==> src/rtl/ctrl_sys_pkg.sv <==
// Shared ctrl_sys definitions: arbiter FSM encoding, default bus widths,
// timeout width and small arithmetic helpers.
package ctrl_sys_pkg;

    localparam int ADDR_W_DEF = 21;
    localparam int DATA_W_DEF = 16;
    localparam int TMO_W_DEF  = 8;

    typedef enum logic [1:0] {
        ST_IDLE   = 2'd0,
        ST_SETUP  = 2'd1,
        ST_ACCESS = 2'd2,
        ST_DONE   = 2'd3
    } arb_state_e;

    // Saturating 8-bit increment used for the timeout event counter.
    function automatic logic [7:0] sat_inc8(input logic [7:0] v);
        return (v == 8'hFF) ? v : v + 8'd1;
    endfunction

endpackage

==> src/rtl/apb_req_arbiter_if.sv <==
// APB signal bundle for the two-master arbiter: both requester ports plus
// the single slave-side port toward top_regfile.
interface apb_req_arbiter_if
    import ctrl_sys_pkg::*;
#(
    parameter int ADDR_W = ADDR_W_DEF,
    parameter int DATA_W = DATA_W_DEF
);
    logic              m0_psel, m0_penable, m0_pwrite;
    logic [ADDR_W-1:0] m0_paddr;
    logic [DATA_W-1:0] m0_pwdata;
    logic              m0_pready;
    logic [DATA_W-1:0] m0_prdata;
    logic              m0_pslverr;

    logic              m1_psel, m1_penable, m1_pwrite;
    logic [ADDR_W-1:0] m1_paddr;
    logic [DATA_W-1:0] m1_pwdata;
    logic              m1_pready;
    logic [DATA_W-1:0] m1_prdata;
    logic              m1_pslverr;

    logic              s_psel, s_penable, s_pwrite;
    logic [ADDR_W-1:0] s_paddr;
    logic [DATA_W-1:0] s_pwdata;
    logic              s_pready;
    logic [DATA_W-1:0] s_prdata;
    logic              s_pslverr;

    // Arbiter view: serves the requesters, drives the regfile.
    modport slave (
        input  m0_psel, m0_penable, m0_pwrite, m0_paddr, m0_pwdata,
        output m0_pready, m0_prdata, m0_pslverr,
        input  m1_psel, m1_penable, m1_pwrite, m1_paddr, m1_pwdata,
        output m1_pready, m1_prdata, m1_pslverr,
        output s_psel, s_penable, s_pwrite, s_paddr, s_pwdata,
        input  s_pready, s_prdata, s_pslverr
    );

    // Environment view: requesters and regfile around the arbiter.
    modport master (
        output m0_psel, m0_penable, m0_pwrite, m0_paddr, m0_pwdata,
        input  m0_pready, m0_prdata, m0_pslverr,
        output m1_psel, m1_penable, m1_pwrite, m1_paddr, m1_pwdata,
        input  m1_pready, m1_prdata, m1_pslverr,
        input  s_psel, s_penable, s_pwrite, s_paddr, s_pwdata,
        output s_pready, s_prdata, s_pslverr
    );

endinterface

==> src/rtl/apb_rr_pick.sv <==
// Two-way round-robin winner: a lone requester wins, a tie goes to the
// master that did not win last time.
module apb_rr_pick (
    input  logic req0,
    input  logic req1,
    input  logic last_grant,
    output logic any_req,
    output logic winner
);

    assign any_req = req0 | req1;
    assign winner  = (req0 & req1) ? ~last_grant : req1;

endmodule

==> src/rtl/apb_req_arbiter.sv <==
// Two-master APB arbiter in front of top_regfile with registered slave
// sequencing and an ACCESS timeout that answers with a slave error.
module apb_req_arbiter
    import ctrl_sys_pkg::*;
#(
    parameter int ADDR_W = ADDR_W_DEF,
    parameter int DATA_W = DATA_W_DEF,
    parameter int TMO_W  = TMO_W_DEF
) (
    input  logic                 clk,
    input  logic                 rstn,
    apb_req_arbiter_if.slave     bus,
    output logic                 busy,
    output logic                 grant,
    output logic [7:0]           tmo_cnt
);

    localparam logic [TMO_W-1:0] TMO_MAX = {TMO_W{1'b1}};
    localparam logic [TMO_W-1:0] CNT_ONE = {{(TMO_W-1){1'b0}}, 1'b1};

    arb_state_e        state_r, state_s;
    logic              s_psel_r, s_psel_s, s_penable_r, s_penable_s;
    logic              s_pwrite_r, s_pwrite_s;
    logic [ADDR_W-1:0] s_paddr_r, s_paddr_s;
    logic [DATA_W-1:0] s_pwdata_r, s_pwdata_s;
    logic              grant_r, grant_s, last_grant_r, last_grant_s;
    logic [TMO_W-1:0]  wait_cnt_r, wait_cnt_s;
    logic [7:0]        tmo_cnt_r, tmo_cnt_s;
    logic              busy_r, busy_s;
    logic              m0_pready_r, m0_pready_s, m0_pslverr_r, m0_pslverr_s;
    logic              m1_pready_r, m1_pready_s, m1_pslverr_r, m1_pslverr_s;
    logic [DATA_W-1:0] m0_prdata_r, m0_prdata_s, m1_prdata_r, m1_prdata_s;
    logic              done_s, done_err_s;
    logic [DATA_W-1:0] done_data_s;
    logic              pick_any_s, pick_win_s;
    logic              unused_penable_s;

    // penable carries no information for arbitration; a request is psel alone.
    assign unused_penable_s = bus.m0_penable ^ bus.m1_penable;

    apb_rr_pick u_pick (
        .req0       (bus.m0_psel),
        .req1       (bus.m1_psel),
        .last_grant (last_grant_r),
        .any_req    (pick_any_s),
        .winner     (pick_win_s)
    );

    // Next-state and next-output logic for the transfer sequencer.
    always_comb begin
        state_s      = state_r;
        s_psel_s     = s_psel_r;
        s_penable_s  = s_penable_r;
        s_pwrite_s   = s_pwrite_r;
        s_paddr_s    = s_paddr_r;
        s_pwdata_s   = s_pwdata_r;
        grant_s      = grant_r;
        last_grant_s = last_grant_r;
        wait_cnt_s   = wait_cnt_r;
        tmo_cnt_s    = tmo_cnt_r;
        m0_pready_s  = 1'b0;
        m0_prdata_s  = '0;
        m0_pslverr_s = 1'b0;
        m1_pready_s  = 1'b0;
        m1_prdata_s  = '0;
        m1_pslverr_s = 1'b0;
        done_s       = 1'b0;
        done_data_s  = '0;
        done_err_s   = 1'b0;
        case (state_r)
            ST_IDLE: begin
                if (pick_any_s) begin
                    grant_s      = pick_win_s;
                    last_grant_s = pick_win_s;
                    s_psel_s     = 1'b1;
                    state_s      = ST_SETUP;
                    if (pick_win_s) begin
                        s_paddr_s  = bus.m1_paddr;
                        s_pwrite_s = bus.m1_pwrite;
                        s_pwdata_s = bus.m1_pwdata;
                    end else begin
                        s_paddr_s  = bus.m0_paddr;
                        s_pwrite_s = bus.m0_pwrite;
                        s_pwdata_s = bus.m0_pwdata;
                    end
                end else begin
                    state_s = ST_IDLE;
                end
            end
            ST_SETUP: begin
                s_penable_s = 1'b1;
                wait_cnt_s  = '0;
                state_s     = ST_ACCESS;
            end
            ST_ACCESS: begin
                if (bus.s_pready) begin
                    done_s      = 1'b1;
                    done_data_s = bus.s_prdata;
                    done_err_s  = bus.s_pslverr;
                    s_psel_s    = 1'b0;
                    s_penable_s = 1'b0;
                    state_s     = ST_DONE;
                end else if (wait_cnt_r == TMO_MAX) begin
                    done_s      = 1'b1;
                    done_data_s = '0;
                    done_err_s  = 1'b1;
                    s_psel_s    = 1'b0;
                    s_penable_s = 1'b0;
                    tmo_cnt_s   = sat_inc8(tmo_cnt_r);
                    state_s     = ST_DONE;
                end else begin
                    wait_cnt_s = wait_cnt_r + CNT_ONE;
                end
            end
            ST_DONE: begin
                state_s = ST_IDLE;
            end
            default: begin
                s_psel_s    = 1'b0;
                s_penable_s = 1'b0;
                state_s     = ST_IDLE;
            end
        endcase
        // Completion is routed only to the owner; the other master sees zeros.
        if (done_s) begin
            if (grant_r) begin
                m1_pready_s  = 1'b1;
                m1_prdata_s  = done_data_s;
                m1_pslverr_s = done_err_s;
            end else begin
                m0_pready_s  = 1'b1;
                m0_prdata_s  = done_data_s;
                m0_pslverr_s = done_err_s;
            end
        end else begin
            m0_pready_s = 1'b0;
            m1_pready_s = 1'b0;
        end
        busy_s = (state_s != ST_IDLE);
    end

    // State and output registers.
    always_ff @(posedge clk or negedge rstn) begin
        if (!rstn) begin
            state_r      <= ST_IDLE;
            s_psel_r     <= 1'b0;
            s_penable_r  <= 1'b0;
            s_pwrite_r   <= 1'b0;
            s_paddr_r    <= '0;
            s_pwdata_r   <= '0;
            grant_r      <= 1'b0;
            last_grant_r <= 1'b1;
            wait_cnt_r   <= '0;
            tmo_cnt_r    <= 8'd0;
            busy_r       <= 1'b0;
            m0_pready_r  <= 1'b0;
            m0_prdata_r  <= '0;
            m0_pslverr_r <= 1'b0;
            m1_pready_r  <= 1'b0;
            m1_prdata_r  <= '0;
            m1_pslverr_r <= 1'b0;
        end else begin
            state_r      <= state_s;
            s_psel_r     <= s_psel_s;
            s_penable_r  <= s_penable_s;
            s_pwrite_r   <= s_pwrite_s;
            s_paddr_r    <= s_paddr_s;
            s_pwdata_r   <= s_pwdata_s;
            grant_r      <= grant_s;
            last_grant_r <= last_grant_s;
            wait_cnt_r   <= wait_cnt_s;
            tmo_cnt_r    <= tmo_cnt_s;
            busy_r       <= busy_s;
            m0_pready_r  <= m0_pready_s;
            m0_prdata_r  <= m0_prdata_s;
            m0_pslverr_r <= m0_pslverr_s;
            m1_pready_r  <= m1_pready_s;
            m1_prdata_r  <= m1_prdata_s;
            m1_pslverr_r <= m1_pslverr_s;
        end
    end

    assign bus.s_psel     = s_psel_r;
    assign bus.s_penable  = s_penable_r;
    assign bus.s_pwrite   = s_pwrite_r;
    assign bus.s_paddr    = s_paddr_r;
    assign bus.s_pwdata   = s_pwdata_r;
    assign bus.m0_pready  = m0_pready_r;
    assign bus.m0_prdata  = m0_prdata_r;
    assign bus.m0_pslverr = m0_pslverr_r;
    assign bus.m1_pready  = m1_pready_r;
    assign bus.m1_prdata  = m1_prdata_r;
    assign bus.m1_pslverr = m1_pslverr_r;
    assign busy           = busy_r;
    assign grant          = grant_r;
    assign tmo_cnt        = tmo_cnt_r;

endmodule

==> src/flat_wrapper.sv <==
// flat-port wrapper written by rule: the top's interface ports become plain ports
module apb_req_arbiter_flat import ctrl_sys_pkg::*;
#(
    parameter int ADDR_W = ADDR_W_DEF,
    parameter int DATA_W = DATA_W_DEF,
    parameter int TMO_W  = TMO_W_DEF
)
  (clk, rstn, busy, grant, tmo_cnt, bus_m0_psel, bus_m0_penable, bus_m0_pwrite, bus_m0_paddr, bus_m0_pwdata, bus_m0_pready, bus_m0_prdata, bus_m0_pslverr, bus_m1_psel, bus_m1_penable, bus_m1_pwrite, bus_m1_paddr, bus_m1_pwdata, bus_m1_pready, bus_m1_prdata, bus_m1_pslverr, bus_s_psel, bus_s_penable, bus_s_pwrite, bus_s_paddr, bus_s_pwdata, bus_s_pready, bus_s_prdata, bus_s_pslverr);
  apb_req_arbiter_if #(.ADDR_W(ADDR_W), .DATA_W(DATA_W)) bus_i ();
  input  logic clk;
  input  logic rstn;
  output logic busy;
  output logic grant;
  output logic [7:0] tmo_cnt;
  input wire logic [$bits(bus_i.m0_psel)-1:0] bus_m0_psel;
  input wire logic [$bits(bus_i.m0_penable)-1:0] bus_m0_penable;
  input wire logic [$bits(bus_i.m0_pwrite)-1:0] bus_m0_pwrite;
  input wire logic [$bits(bus_i.m0_paddr)-1:0] bus_m0_paddr;
  input wire logic [$bits(bus_i.m0_pwdata)-1:0] bus_m0_pwdata;
  output wire logic [$bits(bus_i.m0_pready)-1:0] bus_m0_pready;
  output wire logic [$bits(bus_i.m0_prdata)-1:0] bus_m0_prdata;
  output wire logic [$bits(bus_i.m0_pslverr)-1:0] bus_m0_pslverr;
  input wire logic [$bits(bus_i.m1_psel)-1:0] bus_m1_psel;
  input wire logic [$bits(bus_i.m1_penable)-1:0] bus_m1_penable;
  input wire logic [$bits(bus_i.m1_pwrite)-1:0] bus_m1_pwrite;
  input wire logic [$bits(bus_i.m1_paddr)-1:0] bus_m1_paddr;
  input wire logic [$bits(bus_i.m1_pwdata)-1:0] bus_m1_pwdata;
  output wire logic [$bits(bus_i.m1_pready)-1:0] bus_m1_pready;
  output wire logic [$bits(bus_i.m1_prdata)-1:0] bus_m1_prdata;
  output wire logic [$bits(bus_i.m1_pslverr)-1:0] bus_m1_pslverr;
  output wire logic [$bits(bus_i.s_psel)-1:0] bus_s_psel;
  output wire logic [$bits(bus_i.s_penable)-1:0] bus_s_penable;
  output wire logic [$bits(bus_i.s_pwrite)-1:0] bus_s_pwrite;
  output wire logic [$bits(bus_i.s_paddr)-1:0] bus_s_paddr;
  output wire logic [$bits(bus_i.s_pwdata)-1:0] bus_s_pwdata;
  input wire logic [$bits(bus_i.s_pready)-1:0] bus_s_pready;
  input wire logic [$bits(bus_i.s_prdata)-1:0] bus_s_prdata;
  input wire logic [$bits(bus_i.s_pslverr)-1:0] bus_s_pslverr;
  assign bus_i.m0_psel = bus_m0_psel;
  assign bus_i.m0_penable = bus_m0_penable;
  assign bus_i.m0_pwrite = bus_m0_pwrite;
  assign bus_i.m0_paddr = bus_m0_paddr;
  assign bus_i.m0_pwdata = bus_m0_pwdata;
  assign bus_m0_pready = bus_i.m0_pready;
  assign bus_m0_prdata = bus_i.m0_prdata;
  assign bus_m0_pslverr = bus_i.m0_pslverr;
  assign bus_i.m1_psel = bus_m1_psel;
  assign bus_i.m1_penable = bus_m1_penable;
  assign bus_i.m1_pwrite = bus_m1_pwrite;
  assign bus_i.m1_paddr = bus_m1_paddr;
  assign bus_i.m1_pwdata = bus_m1_pwdata;
  assign bus_m1_pready = bus_i.m1_pready;
  assign bus_m1_prdata = bus_i.m1_prdata;
  assign bus_m1_pslverr = bus_i.m1_pslverr;
  assign bus_s_psel = bus_i.s_psel;
  assign bus_s_penable = bus_i.s_penable;
  assign bus_s_pwrite = bus_i.s_pwrite;
  assign bus_s_paddr = bus_i.s_paddr;
  assign bus_s_pwdata = bus_i.s_pwdata;
  assign bus_i.s_pready = bus_s_pready;
  assign bus_i.s_prdata = bus_s_prdata;
  assign bus_i.s_pslverr = bus_s_pslverr;
  apb_req_arbiter #(.ADDR_W(ADDR_W), .DATA_W(DATA_W), .TMO_W(TMO_W)) u_core (.clk(clk), .rstn(rstn), .bus(bus_i), .busy(busy), .grant(grant), .tmo_cnt(tmo_cnt));
endmodule
==> config.mk <==
export PLATFORM = sky130hd
export DESIGN_NAME = apb_req_arbiter_flat
export DESIGN_NICKNAME = d
export VERILOG_FILES = /design/src/rtl/ctrl_sys_pkg.sv /design/src/rtl/apb_req_arbiter_if.sv /design/src/rtl/apb_rr_pick.sv /design/src/rtl/apb_req_arbiter.sv /design/src/flat_wrapper.sv
export SDC_FILE = /design/constraint.sdc
export NUM_CORES = 1
export LEC_CHECK = 0
export BUFFER_PORTS_ARGS = -buffer_cell sky130_fd_sc_hd__buf_4
export CELL_PAD_IN_SITES_DETAIL_PLACEMENT = 1
export CELL_PAD_IN_SITES_GLOBAL_PLACEMENT = 1
export CORE_MARGIN = 3
export CORE_UTILIZATION = 35
export DETAILED_ROUTE_END_ITERATION = 8
export GPL_TIMING_DRIVEN = 0
export PLACE_DENSITY = 0.88
export SLEW_MARGIN = 40
export SYNTH_ARGS = -nofsm -noshare
export SYNTH_HDL_FRONTEND = slang
export SYNTH_HIERARCHICAL = 1
export SYNTH_SLANG_ARGS = --single-unit
==> constraint.sdc <==
create_clock -name clk -period 2.35 [get_ports clk]
set_input_delay 0.1175 -clock clk [delete_from_list [all_inputs] [get_ports clk]]
set_output_delay 0.1175 -clock clk [all_outputs]
set_load 0.02 [all_outputs]
Word level (Yosys, flattened, before mapping)

Index checks and enable logic that the tools add are counted.

Register bits: 97
Bits of input ports: 100
Output and inout port bits: 86
Logic and storage cells: 77

Add/subtract/negate cells: 2
Equal/unequal tests: 9
Multiplexer cells: 35
Bitwise gates (word level): 5
Reductions and logical operators: 9

Operators by type and width:

| kind                                                | count |
|---|---|
| two-way mux 16 bit                                  | 7 |
| two-way mux 21 bit                                  | 1 |
| two-way mux 1 bit                                   | 19 |
| adder 8 x 1 -> 8 bit, second input constant         | 2 |
| equality test 8 bit, second input constant          | 2 |
| two-way mux 8 bit                                   | 2 |
| one-hot mux 8 bit (2 select lines)                  | 1 |
| one-hot mux 2 bit (4 select lines)                  | 1 |
| AND reduction 3 bit                                 | 2 |
| nonzero test 2 bit                                  | 3 |
| equality test 2 bit, second input constant          | 2 |
| two-way mux 2 bit                                   | 2 |
| != test 2 bit, second input constant                | 2 |
| one-hot mux 1 bit (2 select lines)                  | 2 |
| AND reduction 2 bit                                 | 2 |
| AND reduction 4 bit                                 | 1 |
| != test 3 x 2 -> 1 bit, second input constant       | 1 |
| inverter 1 bit                                      | 3 |
| equality test 2 x 1 -> 1 bit, second input constant | 1 |
| zero test 2 bit                                     | 1 |
| != test 2 x 1 -> 1 bit, second input constant       | 1 |
| AND 1 bit                                           | 1 |
| bitwise OR 1 bit                                    | 1 |

Longest topological paths before layout

Depth in word-level cells: 6
Depth in mapped cells: 7
Depth with buffers taken out: 6

Hierarchy

Netlist, hierarchy kept.

By module, submodules not included:

| module          | instances | cells each | area each (µm²) | sequential area each (µm²) |
|---|---|---|---|---|
| apb_req_arbiter | 1         | 368        | 4096.4          | 2428.6 |
| apb_rr_pick     | 1         | 2          | 13.8            | 0.0 |

Worst setup path after synthesis

OpenSTA, ideal clock, no wires.

Path type: reg-to-reg
Start: register u_core.state_r[0]
End: register u_core.tmo_cnt_r[7], in the netlist u_core/tmo_cnt[7]
Setup time: 128 ps
Arrival time: 1953 ps
Required time: 2222 ps
Setup slack: 269 ps
Stages on the path, launching flop included: 8
Path buffers: 1
Clock period less this slack: 2081 ps
Path through: dfrtp_1 inv_1 ha_1 inv_2 or4_4 buf_6 nor4_4 mux2_1

Cells in the longest elaborated chain, start to end: 2

RTL lines:

| element                              | RTL line               | source |
|---|---|---|
| start: declaration                   | apb_req_arbiter.sv:21  | `arb_state_e state_r, state_s;` |
| start signal: assignment             | apb_req_arbiter.sv:163 | `state_r <= state_s;` |
| equality test 2 bit                  | apb_req_arbiter.sv:70  | `case (state_r)` |
| AND reduction 4 bit (no source line) | -                      |  |
| end signal: assignment               | apb_req_arbiter.sv:172 | `tmo_cnt_r <= tmo_cnt_s;` |
| end: declaration                     | apb_req_arbiter.sv:28  | `logic [7:0] tmo_cnt_r, tmo_cnt_s;` |

No other way between the ends.
A chain may end at the register's enable or synchronous reset.

Worst setup path after layout

Same ends and word-level chain as after synthesis.

==> out/results.tsv <==
stage	metric	value	unit
grt	initial antenna violation count	0	
cells_and_area	most frequent cells in the layout	182 x buf_4, 96 x dfrtp_1, 58 x nand2_1	
sta	TNS Setup	0	ns
placed_design	Cells after DPL	693	
cells_and_area	proportion of layout cells with a drive suffix above 1	0.362	
logic_synthesis	Post-Syn Area	4110	sq um
floorplan	# rows	38	
sta	fin crit period	2.21	ns
setup_path	CP Launch Type	flip-flop	
placed_design	Area after DPL	5670	sq um
cells_and_area	Area growth syn-to-layout	50.6	%
sta	Max Slew Vio Count	0	
clock_network	Worst-Skew Late Latency	0.34	ns
logic_synthesis	Ys Warns	6	
run_status	status	completed	
floorplan	Initial Utilization	0.368	
setup_path	Crit Path Max Fanout	9	
logic_synthesis	post-synthesis sequential area ratio	0.591	
floorplan	core area	11200	sq um
sta	Final WS setup	0.138	ns
routing	drt via density	5.03	
grt	first-pass GRT wire length	21900	microns
sta	Layout Skew	0.00757	ns
sta	Peak Freq	452	MHz
logic_synthesis	Yosys cell types	48	
power_and_ir_drop	Comb power frac	0.396	
min_path	worst hold path class	in -> reg	
placed_design	GPL Wtd Cong	0.809	
setup_path	worst path arrival time	2.43	ns
power_and_ir_drop	internal power	4210	uW
cells_and_area	Final Non-Filler Cells	726	
sta	endpoints failing setup	0	
setup_path	kind of end point of the critical path	flip-flop	
placed_design	Port Buffers	183	
routing	WL met3	740	microns
logic_synthesis	Synth top area share	0.584	
cells_and_area	fin util	0.554	
logic_synthesis	Cells after Synth	370	
routing	1st-iter DRT viols	105	
routing	Met1 Routed Length	4990	microns
logic_synthesis	Seq cells post-synth	97	
clock_network	H-tree Lvls	3	
setup_path	CP required	2.57	ns
power_and_ir_drop	Net Switching	2580	uW
logic_synthesis	Post-synth EDFFs	0	
power_and_ir_drop	Leak	0.00316	uW
logic_synthesis	syn_nets	474	
sta	Tcrit/Tclk final	0.941	
logic_synthesis	Primary FF master, synth	dfrtp_1	
setup_path	Setup CP Type	reg -> reg	
power_and_ir_drop	Peak supply drop	0.525	mV
floorplan	die area	13100	sq um
routing	Remaining DRCs	0	
power_and_ir_drop	power share of the sequential group	0.356	
routing	drt pass-1 iters	4	
clock_network	CTS tree	built	
run	max cap viols	0	
routing	met2 WL post-DR	7660	microns
placed_design	Setup WS pre-CTS	0.139	ns
grt	vias in the first global route	4171	
cells_and_area	diode count	0	
clock_network	TritonCTS Sinks	97	
routing	wirelength, routed	13700	microns
routing	routed length per instance	18.9	microns
power_and_ir_drop	Sw Share	0.380	
grt	Total GRT Usage	0.217	
power_and_ir_drop	clock network power share	0.248	
cells_and_area	most common cell after layout, fill and taps aside	buf_4	
sta	final hold vios	0	
floorplan	total I/O pin count	186	
floorplan	chip width	114	microns
floorplan	Die H	114	microns
clock_network	clock buffer depth	2	
grt	GR Overflow Total	0	
placed_design	placed wire-length estimate	9570	microns
logic_synthesis	post-synth top area cell	dfrtp_1	
power_and_ir_drop	PD cells	1100	nW/um^2
clock_network	clock slew at reported path FFs	0.07	ns
cells_and_area	cell area after layout	6190	sq um
logic_synthesis	Synth Area per Inst	11.1	sq um
clock_network	clock root buffer	clkbuf_16	
routing	Antenna Violating Nets Remaining	0	
routing	max layer used	met4	
routing	via count	3651	
logic_synthesis	ys async rst share	1.00	
sta	Slew HR	0.480	
cells_and_area	fin nets	685	
sta	worst slew pin tran	0.780	ns
sta	RSZ-0062 raised after global routing	false	
logic_synthesis	top cells by area, synth	dfrtp_1 58%, mux2i_1 9.5%, nand2_1 5.3%	
clock_network	CTS Buf Count	9	
grt	largest net degree at the start of global routing	98	
sequential cells by signal, indices dropped and copies added (netlist names), 2 cells and up:
register and cells:
u_core/bus.s_pwdata 16, u_core/bus.m1_prdata 16, u_core/bus.m0_prdata 16, u_core/tmo_cnt 8
u_core/wait_cnt_r 8, u_core/bus.s_paddr 21, u_core/state_r 2
cells by family after synthesis:
group           count (synthesis)  synth area share
simple gates                  134             0.169
flops                          97             0.591
compound gates                 61            0.0862
mux                            43             0.106
buf+inv                        27            0.0271
xor+xnor                        4           0.00853
fa+ha+maj                       4            0.0122
power by group through the flow:
stage                     clock network, uW  logic, uW  registers [uW]
final                                  1690       2690            2420
after global routing                   1800       2930            2490
after CTS                              1720       2700            2420
after detailed placement                  0       2660            2440
after global placement                    0       2550            2410
after floorplan                           0        885            2910
critical path, stage by stage (launching register included):
cell,delay (ns)
dfrtp_1,0.36
inv_1,0.09
ha_1,0.22
inv_2,0.11
or4_4,0.55
buf_6,0.15
nor4_4,0.26
mux2_1,0.35
worst paths after layout:
check / from / end / slack, ns / cells past startpoint
max in group asynchronous: rstn / u_core/bus.s_paddr[2] / 1.43 / 2
min in group asynchronous: rstn / u_core/wait_cnt_r[2] / 0.38 / 2
max: u_core/state_r[0] / u_core/tmo_cnt[7] / 0.14 / 7
min: bus_m0_paddr[10] / u_core/bus.s_paddr[10] / 0.06 / 3
min reg2reg: u_core/last_grant_r / u_core/last_grant_r / 0.46 / 2
max reg2reg: u_core/state_r[0] / u_core/tmo_cnt[7] / 0.14 / 7
layout make-up:
| type | count | area (sq um) |
|---|---|---|
| Fill cell | 1201 | 4980 |
| Inverter | 8 | 30.0 |
| Clock buffer | 9 | 225 |
| Tap cell | 140 | 175 |
| Clock inverter | 7 | 116 |
| Multi-Input combinational cell | 246 | 1580 |
| Timing Repair Buffer | 200 | 1550 |
| Buffer | 19 | 81.3 |
| Sequential cell | 97 | 2430 |
layer usage:
metal  vias to the layer above  GRT usage
met3                        25     0.0603
met4                         0     0.0697
met2                       121      0.407
li1                       1690          -
met1                      1815      0.234
met5                         -          0
metrics by stage:
stage	total power (uW)	hold WS (ns)
2_1_floorplan	3800	-0.178
3_3_place_gp	4960	0.331
3_5_place_dp	5100	0.210
4_1_cts	6840	0.0551
5_1_grt	7220	0.0740
6_report	6800	0.0650
synth_stat cells, drive strengths merged, types with 3 or more instances:
cell type,count
nor4,3
inv,8
nand2b,3
mux2i,39
dfrtp,96
ha,4
nor2b,3
nand3,4
nor3,5
xor2,3
a21oi,4
nor2,11
o21ai,41
mux2,4
nand4,5
buf,4
and2,33
clkbuf,15
nand2,59
repair_timing:
item,in CTS,in global routing
resized for setup,0,1
setup buffers,0,0
endpoints found under the setup margin,0,1
hold buffers,17,0
endpoints found under the hold margin,123,0
No activity file was read; power rests on OpenSTA's default activity.
